[config.mk]
export PLATFORM = sky130hd
export DESIGN_NAME = clb_bist_ctrl_flat
export DESIGN_NICKNAME = d
export VERILOG_FILES = /design/src/rtl/clb_bist_pkg.sv /design/src/rtl/clb_bist_ctrl_if.sv /design/src/rtl/clb_bist_misr.sv /design/src/rtl/clb_bist_ctrl.sv /design/src/flat_wrapper.sv
export SDC_FILE = /design/constraint.sdc
export NUM_CORES = 1
export LEC_CHECK = 0
export ABC_CLOCK_PERIOD_IN_PS = 3240
export CORE_MARGIN = 1.5
export CORE_UTILIZATION = 52
export CTS_CLUSTER_SIZE = 28
export DETAILED_ROUTE_END_ITERATION = 10
export PLACE_DENSITY = 0.87
export SLEW_MARGIN = 20
export SYNTH_ARGS = -nofsm -noshare
export SYNTH_HDL_FRONTEND = slang
export SYNTH_SLANG_ARGS = --single-unit
[constraint.sdc]
create_clock -name clk -period 3.24 [get_ports clk]
set_input_delay 0.648 -clock clk [delete_from_list [all_inputs] [get_ports clk]]
set_output_delay 0.648 -clock clk [all_outputs]
set_load 0.01 [all_outputs]
[src/rtl/clb_bist_pkg.sv]
// ============================================================================
// clb_bist_pkg : shared types and constants for the CLB BIST sequencer
// Rev 1.0
// ============================================================================
`default_nettype none

package clb_bist_pkg;

  typedef enum logic [2:0] {
    IDLE     = 3'd0,
    RUN_GOLD = 3'd1,
    RUN_SA1  = 3'd2,
    RUN_SA0  = 3'd3,
    DONE     = 3'd4
  } state_e;

  localparam logic [15:0] MISR_POLY = 16'h1021;
  localparam logic [15:0] MISR_SEED = 16'hFFFF;

  // Vector is {m, cin, a}: two control bits above the pattern.
  localparam int VEC_EXTRA_W = 2;

  function automatic int vec_width(input int pat_w);
    return pat_w + VEC_EXTRA_W;
  endfunction

endpackage

`default_nettype wire

[src/rtl/clb_bist_ctrl_if.sv]
// ============================================================================
// clb_bist_ctrl_if : BIST sequencer <-> fault-injecting CLB datapath bus
// Rev 1.0
// ============================================================================
`default_nettype none

interface clb_bist_ctrl_if #(
  parameter int PAT_W = 4
);
  logic [PAT_W-1:0] a;
  logic             cin;
  logic             m;
  logic             en;
  logic             sa1;
  logic             sa0;
  logic             s;
  logic             co;

  modport master (output a, cin, m, en, sa1, sa0, input s, co);
  modport slave  (input a, cin, m, en, sa1, sa0, output s, co);
endinterface

`default_nettype wire

[src/rtl/clb_bist_misr.sv]
// ============================================================================
// clb_bist_misr : SIG_W-bit MISR with seed load, enable and 2-bit data input
// Rev 1.0
// ============================================================================
`default_nettype none

module clb_bist_misr
  import clb_bist_pkg::*;
#(
  parameter int SIG_W = 16
) (
  input  logic             clk,
  input  logic             rst,
  input  logic             load,
  input  logic             en,
  input  logic [1:0]       din,
  output logic [SIG_W-1:0] sig_nxt
);

  logic [SIG_W-1:0] sig_q;
  logic [SIG_W-1:0] sig_d;

  always_comb begin
    sig_nxt = {sig_q[SIG_W-2:0], 1'b0}
            ^ (sig_q[SIG_W-1] ? SIG_W'(MISR_POLY) : {SIG_W{1'b0}})
            ^ {{(SIG_W-2){1'b0}}, din};
    sig_d = sig_q;
    if (load) begin
      sig_d = SIG_W'(MISR_SEED);
    end else if (en) begin
      sig_d = sig_nxt;
    end
  end

  always_ff @(posedge clk or negedge rst) begin
    if (!rst) begin
      sig_q <= SIG_W'(MISR_SEED);
    end else begin
      sig_q <= sig_d;
    end
  end

endmodule

`default_nettype wire

[src/rtl/clb_bist_ctrl.sv]
// ============================================================================
// clb_bist_ctrl : golden / stuck-at-1 / stuck-at-0 BIST sweep sequencer
// Optional first-fail capture: define CLB_BIST_FIRST_FAIL_EN.   Rev 1.0
// ============================================================================
`default_nettype none

module clb_bist_ctrl
  import clb_bist_pkg::*;
#(
  parameter int PAT_W = 4,
  parameter int LAT   = 2,
  parameter int SIG_W = 16
) (
  input  logic                 clk,
  input  logic                 rst,
  input  logic                 start,
  input  logic                 abort,
  clb_bist_ctrl_if.master      dp,
  output logic                 busy,
  output logic                 done,
  output logic                 sa1_det,
  output logic                 sa0_det,
  output logic [SIG_W-1:0]     gold_sig,
  output logic [PAT_W+1:0]     first_fail_sa1,
  output logic [PAT_W+1:0]     first_fail_sa0
);

  localparam int VEC_W  = vec_width(PAT_W);
  localparam int HOLD   = LAT + 1;
  localparam int HCNT_W = (HOLD > 1) ? $clog2(HOLD) : 1;

  state_e             state_q, state_d;
  logic [VEC_W-1:0]   vec_q, vec_d;
  logic [HCNT_W-1:0]  hcnt_q, hcnt_d;
  logic [SIG_W-1:0]   gold_sig_q, gold_sig_d;
  logic               sa1_det_q, sa1_det_d;
  logic               sa0_det_q, sa0_det_d;

  logic               in_run, sample, last, start_ok;
  logic [SIG_W-1:0]   sig_nxt;
  logic [PAT_W-1:0]   a_w;
  logic               cin_w, m_w, en_w, sa1_w, sa0_w;

  assign in_run   = (state_q == RUN_GOLD) || (state_q == RUN_SA1) || (state_q == RUN_SA0);
  assign sample   = in_run && (hcnt_q == HCNT_W'(HOLD - 1));
  assign last     = sample && (vec_q == {VEC_W{1'b1}});
  assign start_ok = (state_q == IDLE) && start && !abort;

  clb_bist_misr #(.SIG_W(SIG_W)) u_misr (
    .clk     (clk),
    .rst     (rst),
    .load    (start_ok || (last && !abort)),
    .en      (sample && !abort),
    .din     ({dp.s, dp.co}),
    .sig_nxt (sig_nxt)
  );

  always_ff @(posedge clk or negedge rst) begin
    if (!rst) begin
      state_q    <= IDLE;
      vec_q      <= '0;
      hcnt_q     <= '0;
      gold_sig_q <= '0;
      sa1_det_q  <= 1'b0;
      sa0_det_q  <= 1'b0;
    end else begin
      state_q    <= state_d;
      vec_q      <= vec_d;
      hcnt_q     <= hcnt_d;
      gold_sig_q <= gold_sig_d;
      sa1_det_q  <= sa1_det_d;
      sa0_det_q  <= sa0_det_d;
    end
  end

  always_comb begin
    state_d = state_q;
    case (state_q)
      IDLE:     if (start)  state_d = RUN_GOLD;
      RUN_GOLD: if (last)   state_d = RUN_SA1;
      RUN_SA1:  if (last)   state_d = RUN_SA0;
      RUN_SA0:  if (last)   state_d = DONE;
      DONE:                 state_d = IDLE;
      default:              state_d = IDLE;
    endcase
    if (abort) state_d = IDLE;
  end

  // Vector/hold counters and per-phase verdicts; vec wraps to 0 on phase end.
  always_comb begin
    vec_d      = vec_q;
    hcnt_d     = hcnt_q;
    gold_sig_d = gold_sig_q;
    sa1_det_d  = sa1_det_q;
    sa0_det_d  = sa0_det_q;
    if (start_ok) begin
      vec_d      = '0;
      hcnt_d     = '0;
      gold_sig_d = '0;
      sa1_det_d  = 1'b0;
      sa0_det_d  = 1'b0;
    end else if (abort) begin
      vec_d     = '0;
      hcnt_d    = '0;
      sa1_det_d = 1'b0;
      sa0_det_d = 1'b0;
    end else if (sample) begin
      hcnt_d = '0;
      vec_d  = vec_q + VEC_W'(1);
      if (last) begin
        case (state_q)
          RUN_GOLD: gold_sig_d = sig_nxt;
          RUN_SA1:  sa1_det_d  = (sig_nxt != gold_sig_q);
          RUN_SA0:  sa0_det_d  = (sig_nxt != gold_sig_q);
          default:  ;
        endcase
      end
    end else if (in_run) begin
      hcnt_d = hcnt_q + HCNT_W'(1);
    end
  end

  always_comb begin
    {m_w, cin_w, a_w} = '0;
    en_w  = 1'b0;
    sa1_w = 1'b0;
    sa0_w = 1'b0;
    busy  = 1'b0;
    done  = 1'b0;
    case (state_q)
      RUN_GOLD: begin en_w = 1'b1; busy = 1'b1; {m_w, cin_w, a_w} = vec_q; end
      RUN_SA1:  begin en_w = 1'b1; busy = 1'b1; sa1_w = 1'b1; {m_w, cin_w, a_w} = vec_q; end
      RUN_SA0:  begin en_w = 1'b1; busy = 1'b1; sa0_w = 1'b1; {m_w, cin_w, a_w} = vec_q; end
      DONE:     done = 1'b1;
      default:  ;
    endcase
  end

  assign dp.a     = a_w;
  assign dp.cin   = cin_w;
  assign dp.m     = m_w;
  assign dp.en    = en_w;
  assign dp.sa1   = sa1_w;
  assign dp.sa0   = sa0_w;
  assign gold_sig = gold_sig_q;
  assign sa1_det  = sa1_det_q;
  assign sa0_det  = sa0_det_q;

`ifdef CLB_BIST_FIRST_FAIL_EN
  localparam int N = 2 ** VEC_W;

  logic [1:0]       gold_mem_q [N];
  logic [1:0]       gold_mem_d [N];
  logic [VEC_W-1:0] ff_sa1_q, ff_sa1_d;
  logic [VEC_W-1:0] ff_sa0_q, ff_sa0_d;

  // All-ones doubles as "not yet found": only the final vector can set it.
  always_comb begin
    gold_mem_d = gold_mem_q;
    ff_sa1_d   = ff_sa1_q;
    ff_sa0_d   = ff_sa0_q;
    if (start_ok) begin
      ff_sa1_d = '1;
      ff_sa0_d = '1;
    end else if (sample && !abort) begin
      case (state_q)
        RUN_GOLD: gold_mem_d[vec_q] = {dp.s, dp.co};
        RUN_SA1:  if ((ff_sa1_q == '1) && ({dp.s, dp.co} != gold_mem_q[vec_q])) ff_sa1_d = vec_q;
        RUN_SA0:  if ((ff_sa0_q == '1) && ({dp.s, dp.co} != gold_mem_q[vec_q])) ff_sa0_d = vec_q;
        default:  ;
      endcase
    end
  end

  always_ff @(posedge clk or negedge rst) begin
    if (!rst) begin
      for (int i = 0; i < N; i++) gold_mem_q[i] <= 2'b00;
      ff_sa1_q <= '1;
      ff_sa0_q <= '1;
    end else begin
      gold_mem_q <= gold_mem_d;
      ff_sa1_q   <= ff_sa1_d;
      ff_sa0_q   <= ff_sa0_d;
    end
  end

  assign first_fail_sa1 = ff_sa1_q;
  assign first_fail_sa0 = ff_sa0_q;
`else
  assign first_fail_sa1 = '1;
  assign first_fail_sa0 = '1;
`endif

endmodule

`default_nettype wire

[src/flat_wrapper.sv]
// flat-port wrapper written by rule: the top's interface ports become plain ports
module clb_bist_ctrl_flat import clb_bist_pkg::*;
#(
  parameter int PAT_W = 4,
  parameter int LAT   = 2,
  parameter int SIG_W = 16
)
  (clk, rst, start, abort, busy, done, sa1_det, sa0_det, gold_sig, first_fail_sa1, first_fail_sa0, dp_a, dp_cin, dp_m, dp_en, dp_sa1, dp_sa0, dp_s, dp_co);
  clb_bist_ctrl_if #(.PAT_W(PAT_W)) dp_i ();
  input  logic clk;
  input  logic rst;
  input  logic start;
  input  logic abort;
  output logic busy;
  output logic done;
  output logic sa1_det;
  output logic sa0_det;
  output logic [SIG_W-1:0] gold_sig;
  output logic [PAT_W+1:0] first_fail_sa1;
  output logic [PAT_W+1:0] first_fail_sa0;
  output wire logic [$bits(dp_i.a)-1:0] dp_a;
  output wire logic [$bits(dp_i.cin)-1:0] dp_cin;
  output wire logic [$bits(dp_i.m)-1:0] dp_m;
  output wire logic [$bits(dp_i.en)-1:0] dp_en;
  output wire logic [$bits(dp_i.sa1)-1:0] dp_sa1;
  output wire logic [$bits(dp_i.sa0)-1:0] dp_sa0;
  input wire logic [$bits(dp_i.s)-1:0] dp_s;
  input wire logic [$bits(dp_i.co)-1:0] dp_co;
  assign dp_a = dp_i.a;
  assign dp_cin = dp_i.cin;
  assign dp_m = dp_i.m;
  assign dp_en = dp_i.en;
  assign dp_sa1 = dp_i.sa1;
  assign dp_sa0 = dp_i.sa0;
  assign dp_i.s = dp_s;
  assign dp_i.co = dp_co;
  clb_bist_ctrl #(.PAT_W(PAT_W), .LAT(LAT), .SIG_W(SIG_W)) u_core (.clk(clk), .rst(rst), .start(start), .abort(abort), .dp(dp_i), .busy(busy), .done(done), .sa1_det(sa1_det), .sa0_det(sa0_det), .gold_sig(gold_sig), .first_fail_sa1(first_fail_sa1), .first_fail_sa0(first_fail_sa0));
endmodule
==> results.ini, run 1 <==
[critical_path]
crit_chain=o21bai_4 > inv_6 > and2_1 > clkdlybuf4s50_1
critPathKind=reg -> out
critPathSlowestCell=dfrtp_1
cp.arrival_ps=1930
critical_path_required_ps=2590
critPathTopFamily=buffers and inverters
cp-end-kind=primary output
cpPeakStageDelay_ps=530
worst-path-max-fanout=15
worst-path-buf-inv=2
setup.worst_path.start_class=register

[hold_path]
hold_path_class=in -> async

[placement]
place_area_sq_mm=0.00273
dp_cells=310
port_buffers=34
place_hpwl_um=3100
place.gp.congestion=0.784

[final_layout]
layout_common_cells=clkdlybuf4s50_1 (33), dfrtp_1 (29), nand2_1 (21)
drive_gt1_share_pct=12.4
final_common_cell=clkdlybuf4s50_1
fillCellCount=352
final-instance-count-excl-fill=318
design_area_sq_mm=0.00285
syn_to_final_growth_pct=16.0
nets=272
antenna_cells=0

[routing]
dr.first_iter.drc_count=123
drc=0
postRouteAntennaNets=0
via_per_inst=5.40
first_pass_iters=6
totalWireLength_um=4720
routedWlPerCell_um=14.8
num_vias=1718

[grt]
use_met1_pct=26.1
grt_first_pass_wirelength_um=7650
grt_pass1_vias=1598
top_usage_layer=met2
met3_usage_pct=4.64
grtUsageMet2_pct=30.9
grt_overflow_total=0
antenna_found_initial=0
grtUsageTotal_pct=19.4
grt_max_degree=46

[logic_synthesis]
synth-xor-area-share_pct=8.92
ys.flop_type=dfrtp_1
synth_top_area_cell=dfrtp_1
yosys-top-cells-area=dfrtp_1 (30%), dfstp_2 (17%), mux2i_1 (6.9%)
synth_compound_area_share_pct=10.7
syn_inst=237
yosysWarnings=0
ys_seq_area_share_pct=46.7
synth_area_sq_mm=0.00245
ys_async_sr_fraction_pct=100
ys_seq_elements=45
synth_top_family_by_area=simple AND/OR/NAND/NOR gates
synth_edf_count=0
avgSynthCellArea_sq_um=10.4
synth_mux_area_share_pct=6.94
synth_fa_ha_area_share_pct=0.510
synth_top_area_share_pct=29.6
yosysUniqueCellTypes=39
yosys.area_share.simple_pct=15.5

[clocking]
cts_resized=0
numClockSinks=45
post_cts_buffers=0
root_buffer=clkbuf_8
cts_hold_buf=0
cts_max_path_buffers=2
htreeDepth=2
cts_tree=done
cts_buffers=5
clk_pin_slew_ps=90
clk_latency_ps=300

[timing]
relSlewSlack_pct=36.2
hold_viol=0
skew_ps=12.0
worst_pin_slew_ps=958
min_period_ps=2580
clock.fmax_mhz=387
fin_tns_setup_ps=0
slew_viol_final=0
finalCritPeriodShare_pct=79.7
finalSetupViolations=0
grt_setup_unrepaired=no

[pwr]
power_density_mw_per_mm2=481
p_total_mw=1.37
peakVddDrop_v=0.000236
p_leak_nw=1.23

[floorplanning]
dieArea_sq_mm=0.00514
fp.dieH_um=71.7
io_pins=47
die_x_um=71.7
initial_core_util_pct=55.2
rows=24
core-area_sq_mm=0.00444

[job]
drv_cap=0

[run_status]
outcome=completed

per-layer routing:
layer / routed length [um] / share of wire (%)
met3: 176 / 3.7
met1: 2170 / 46
met4: 61 / 1.3
met2: 2310 / 49
met5: 0 / 0
cell families after synthesis:
logic type	after synthesis
AOI/OAI and AO/OA	32
xor gates and xnor gates	25
adders and majority gates	1
buffers and inverters	46
DFF	45
muxes	17
other	1
and+or+nand+nor	70
per-stage QoR:
step	hold slack (ps)	utilization, %	setup WS (ps)
2_1_floorplan	352	-	1350
3_3_place_gp	519	61.3	930
3_5_place_dp	529	61.3	858
4_1_cts	529	64.0	666
5_1_grt	545	64.0	583
6_report	495	64.0	659
area by class of cell:
cell class | count | area (sq um) | share of cell area [%]
clock buffer | 6 | 82.6 | 2.90
clock inverter | 2 | 37.5 | 1.32
inverter | 21 | 83.8 | 2.95
multi-input combinational | 157 | 1090 | 38.2
sequential | 45 | 1150 | 40.3
tap | 52 | 65.1 | 2.29
timing repair buffer | 35 | 343 | 12.0
power breakdown:
part / internal, mW / switching, mW / leakage [nW]
sequential: 0.605 / 0.0407 / 0.519
combinational: 0.141 / 0.137 / 0.653
clock: 0.251 / 0.195 / 0.0574
flip-flops by register name, summed over array words and instances, names as in the netlist:
signal	count
u_core.sa0_det	1
u_core.hcnt_q	2
u_core.sa1_det	1
u_core.gold_sig	16
u_core.state_q	3
u_core.u_misr.sig_q	16
u_core.vec_q	6
worst paths after layout:
kind                                        start                       to  slack, ps  depth (start not counted)
max reg2reg                       u_core.vec_q[0]  u_core.u_misr.sig_q[12]       1340                          5
min in group clk           u_core.u_misr.sig_q[7]   u_core.u_misr.sig_q[8]        540                          1
max                             u_core.state_q[0]                  dp_a[0]        660                          4
max in group asynchronous                     rst       u_core.gold_sig[5]       2150                          1
min                                           rst       u_core.gold_sig[1]        490                          1
min reg2reg                u_core.u_misr.sig_q[7]   u_core.u_misr.sig_q[8]        540                          1
synthesized netlist by cell type, types with 2 or more instances:
| master | instances |
|---|---|
| xnor2_1 | 17 |
| dfrtp_1 | 29 |
| a21oi_1 | 7 |
| xor2_1 | 8 |
| o21ai_0 | 2 |
| o22a_1 | 16 |
| dfstp_2 | 16 |
| buf_2 | 2 |
| nor3_1 | 4 |
| nand2b_1 | 2 |
| a211oi_1 | 3 |
| clkbuf_1 | 7 |
| mux2i_1 | 17 |
| nand2_1 | 21 |
| and2_1 | 7 |
| buf_6 | 2 |
| nand3_1 | 4 |
| buf_4 | 13 |
| or2_2 | 2 |
| nor2_1 | 11 |
| nand4_1 | 7 |
| inv_1 | 20 |
| nor4_1 | 4 |
No activity file was read; power rests on OpenSTA's default activity.
==> run 2, diff against run 1 <==
--- a/config.mk
+++ b/config.mk
@@ -5,12 +5,12 @@
 export SDC_FILE = /design/constraint.sdc
 export NUM_CORES = 1
 export LEC_CHECK = 0
-export ABC_CLOCK_PERIOD_IN_PS = 3240
+export ABC_CLOCK_PERIOD_IN_PS = 2150
 export CORE_MARGIN = 1.5
-export CORE_UTILIZATION = 52
+export CORE_UTILIZATION = 47
 export CTS_CLUSTER_SIZE = 28
 export DETAILED_ROUTE_END_ITERATION = 10
-export PLACE_DENSITY = 0.87
+export PLACE_DENSITY = 0.83
 export SLEW_MARGIN = 20
 export SYNTH_ARGS = -nofsm -noshare
 export SYNTH_HDL_FRONTEND = slang
==> constraint.sdc (replaced) <==
create_clock -name clk -period 2.15 [get_ports clk]
set_input_delay 0.43 -clock clk [delete_from_list [all_inputs] [get_ports clk]]
set_output_delay 0.43 -clock clk [all_outputs]
set_load 0.01 [all_outputs]
==> results.ini, run 2 (synthesized netlist as in run 1, its figures left out) <==
[timing]
clock.fmax_mhz=477
finalCritPeriodShare_pct=97.5
min_period_ps=2100
slew_viol_final=0  ; unchanged
fin_tns_setup_ps=0  ; unchanged
finalSetupViolations=0  ; unchanged
skew_ps=10.7  ; -1.34 ps
hold_viol=0  ; unchanged
fin_ws_ps=52.7  ; -606 ps
timing.hold.ws_ps=43.1  ; -451 ps

[critical_path]
critPathSlowestCell=clkdlybuf4s50_1
setup.worst_path.start_class=register
crit_chain=o21bai_4 > clkinv_4 > and2_1 > clkdlybuf4s50_1
critPathTopFamily=buffers and inverters
critPathKind=reg -> out
cp.arrival_ps=1670  ; -260 ps
worst-path-buf-inv=2  ; unchanged
worst-path-max-fanout=11  ; -4
cp-end-kind=primary output
cpPeakStageDelay_ps=470  ; -60 ps
critical_path_required_ps=1720  ; -870 ps

[final_layout]
fillCellCount=430  ; +22%
multiInputGateArea_sq_mm=0.00109  ; unchanged
layout_common_cells=dfrtp_1 (27), clkdlybuf4s50_1 (26), nand2_1 (21)
fin_util_pct=58.9  ; -5.2 points
design_area_sq_mm=0.00299  ; +5.0%
syn_to_final_growth_pct=21.8
drive_gt1_share_pct=18.4  ; +6.0 points
final-instance-count-excl-fill=352  ; +11%
final_common_cell=dfrtp_1
antenna_cells=0  ; unchanged
ff_latch_area_sq_mm=0.00115  ; +0.22%
nets=288  ; +5.9%

[routing]
via_per_inst=5.07  ; -6.2%
drc=0  ; unchanged
totalWireLength_um=4750  ; +0.64%
postRouteAntennaNets=0  ; unchanged
routedWlPerCell_um=13.5  ; -9.1%
first_pass_iters=4  ; -2
dr.first_iter.drc_count=103  ; -16%
num_vias=1784  ; +3.8%

[pwr]
p_total_mw=1.94  ; +42%
peakVddDrop_v=0.000258  ; +9.2%
p_leak_nw=1.42  ; +15%
power_density_mw_per_mm2=648  ; +35%

[grt]
grt_overflow_total=0  ; unchanged
grtUsageTotal_pct=17.5  ; -1.9 points
antenna_found_initial=0  ; unchanged
grt_first_pass_wirelength_um=7390  ; -3.4%
grt_max_degree=20  ; -57%
grt_pass1_vias=1625  ; +1.7%

[clocking]
clk_pin_slew_ps=90  ; about the same
cts_buffers=5  ; unchanged
cts_tree=done
clk_latency_ps=310  ; about the same
cts_hold_buf=0  ; unchanged
root_buffer=clkbuf_8
cts_max_path_buffers=2  ; unchanged
numClockSinks=45  ; unchanged
htreeDepth=2  ; unchanged

[floorplanning]
io_pins=47  ; unchanged
die_x_um=75.3  ; +5.0%
dieArea_sq_mm=0.00566  ; +10%
fp.dieH_um=75.3  ; +5.0%
core-area_sq_mm=0.00507  ; +14%
rows=26  ; +8.3%
initial_core_util_pct=48.3  ; -6.9 points

[hold_path]
hold_path_class=in -> async

[run_status]
outcome=completed

[job]
drv_cap=0  ; unchanged

[placement]
port_buffers=34  ; unchanged
place.gp.congestion=0.795  ; +1.4%
dp_cells=335  ; +8.1%
dp_slack_ps=8.51  ; -850 ps
place_hpwl_um=3400  ; +9.5%
place_area_sq_mm=0.00281  ; +3.2%

## run 2: final cells by class
class / count / share of cell area, %
well taps: 70 / 2.93
repair buffers: 51 / 16.4
flip-flops and latches: 45 / 38.4
multi-input cells: 157 / 36.4
clock buffers: 5 / 2.30
clock inverters: 3 / 0.712
inverters: 21 / 2.81
## run 2: per-layer routing
layer  track usage [%]  share of wire (%)  vias to the layer above
met5                 0                  0                        -
met4              7.14                1.6                        0
met3              4.02                4.7                        6
met2              27.9                 47                       55
met1              23.1                 47                      861
li1                  -                  -                      862
## run 2: worst register-to-register path, delay by kind of cell, from the launching register on
family / cells / cell delay [ps]
fa+ha+maj: 1 / 230
flops: 1 / 410
compound gates: 1 / 400
simple gates: 2 / 570
mux: 1 / 250
## run 2: worst paths after layout
path                       cells after the start                       to                     from  slack (ps)
max reg2reg                                    5      u_core.gold_sig[12]          u_core.vec_q[0]         210
max in group asynchronous                      2  u_core.u_misr.sig_q[14]                      rst        1470
min                                            1      u_core.gold_sig[11]                      rst          40
max                                            4                  dp_a[1]        u_core.state_q[0]          50
min reg2reg                                    1  u_core.u_misr.sig_q[15]  u_core.u_misr.sig_q[14]         530
min in group clk                               1  u_core.u_misr.sig_q[15]  u_core.u_misr.sig_q[14]         530
## run 2: timing repair
| item | 4_1_cts | 5_1_grt |
|---|---|---|
| setup endpoints to repair | 10 | 7 |
| pin swaps | 1 | 1 |
| resized for setup | 3 | 8 |
| buffers inserted | 2 | 7 |
## run 2: power by group
part	internal, mW	switching [mW]
logic	0.228	0.211
clock network	0.231	0.298
registers	0.912	0.0577
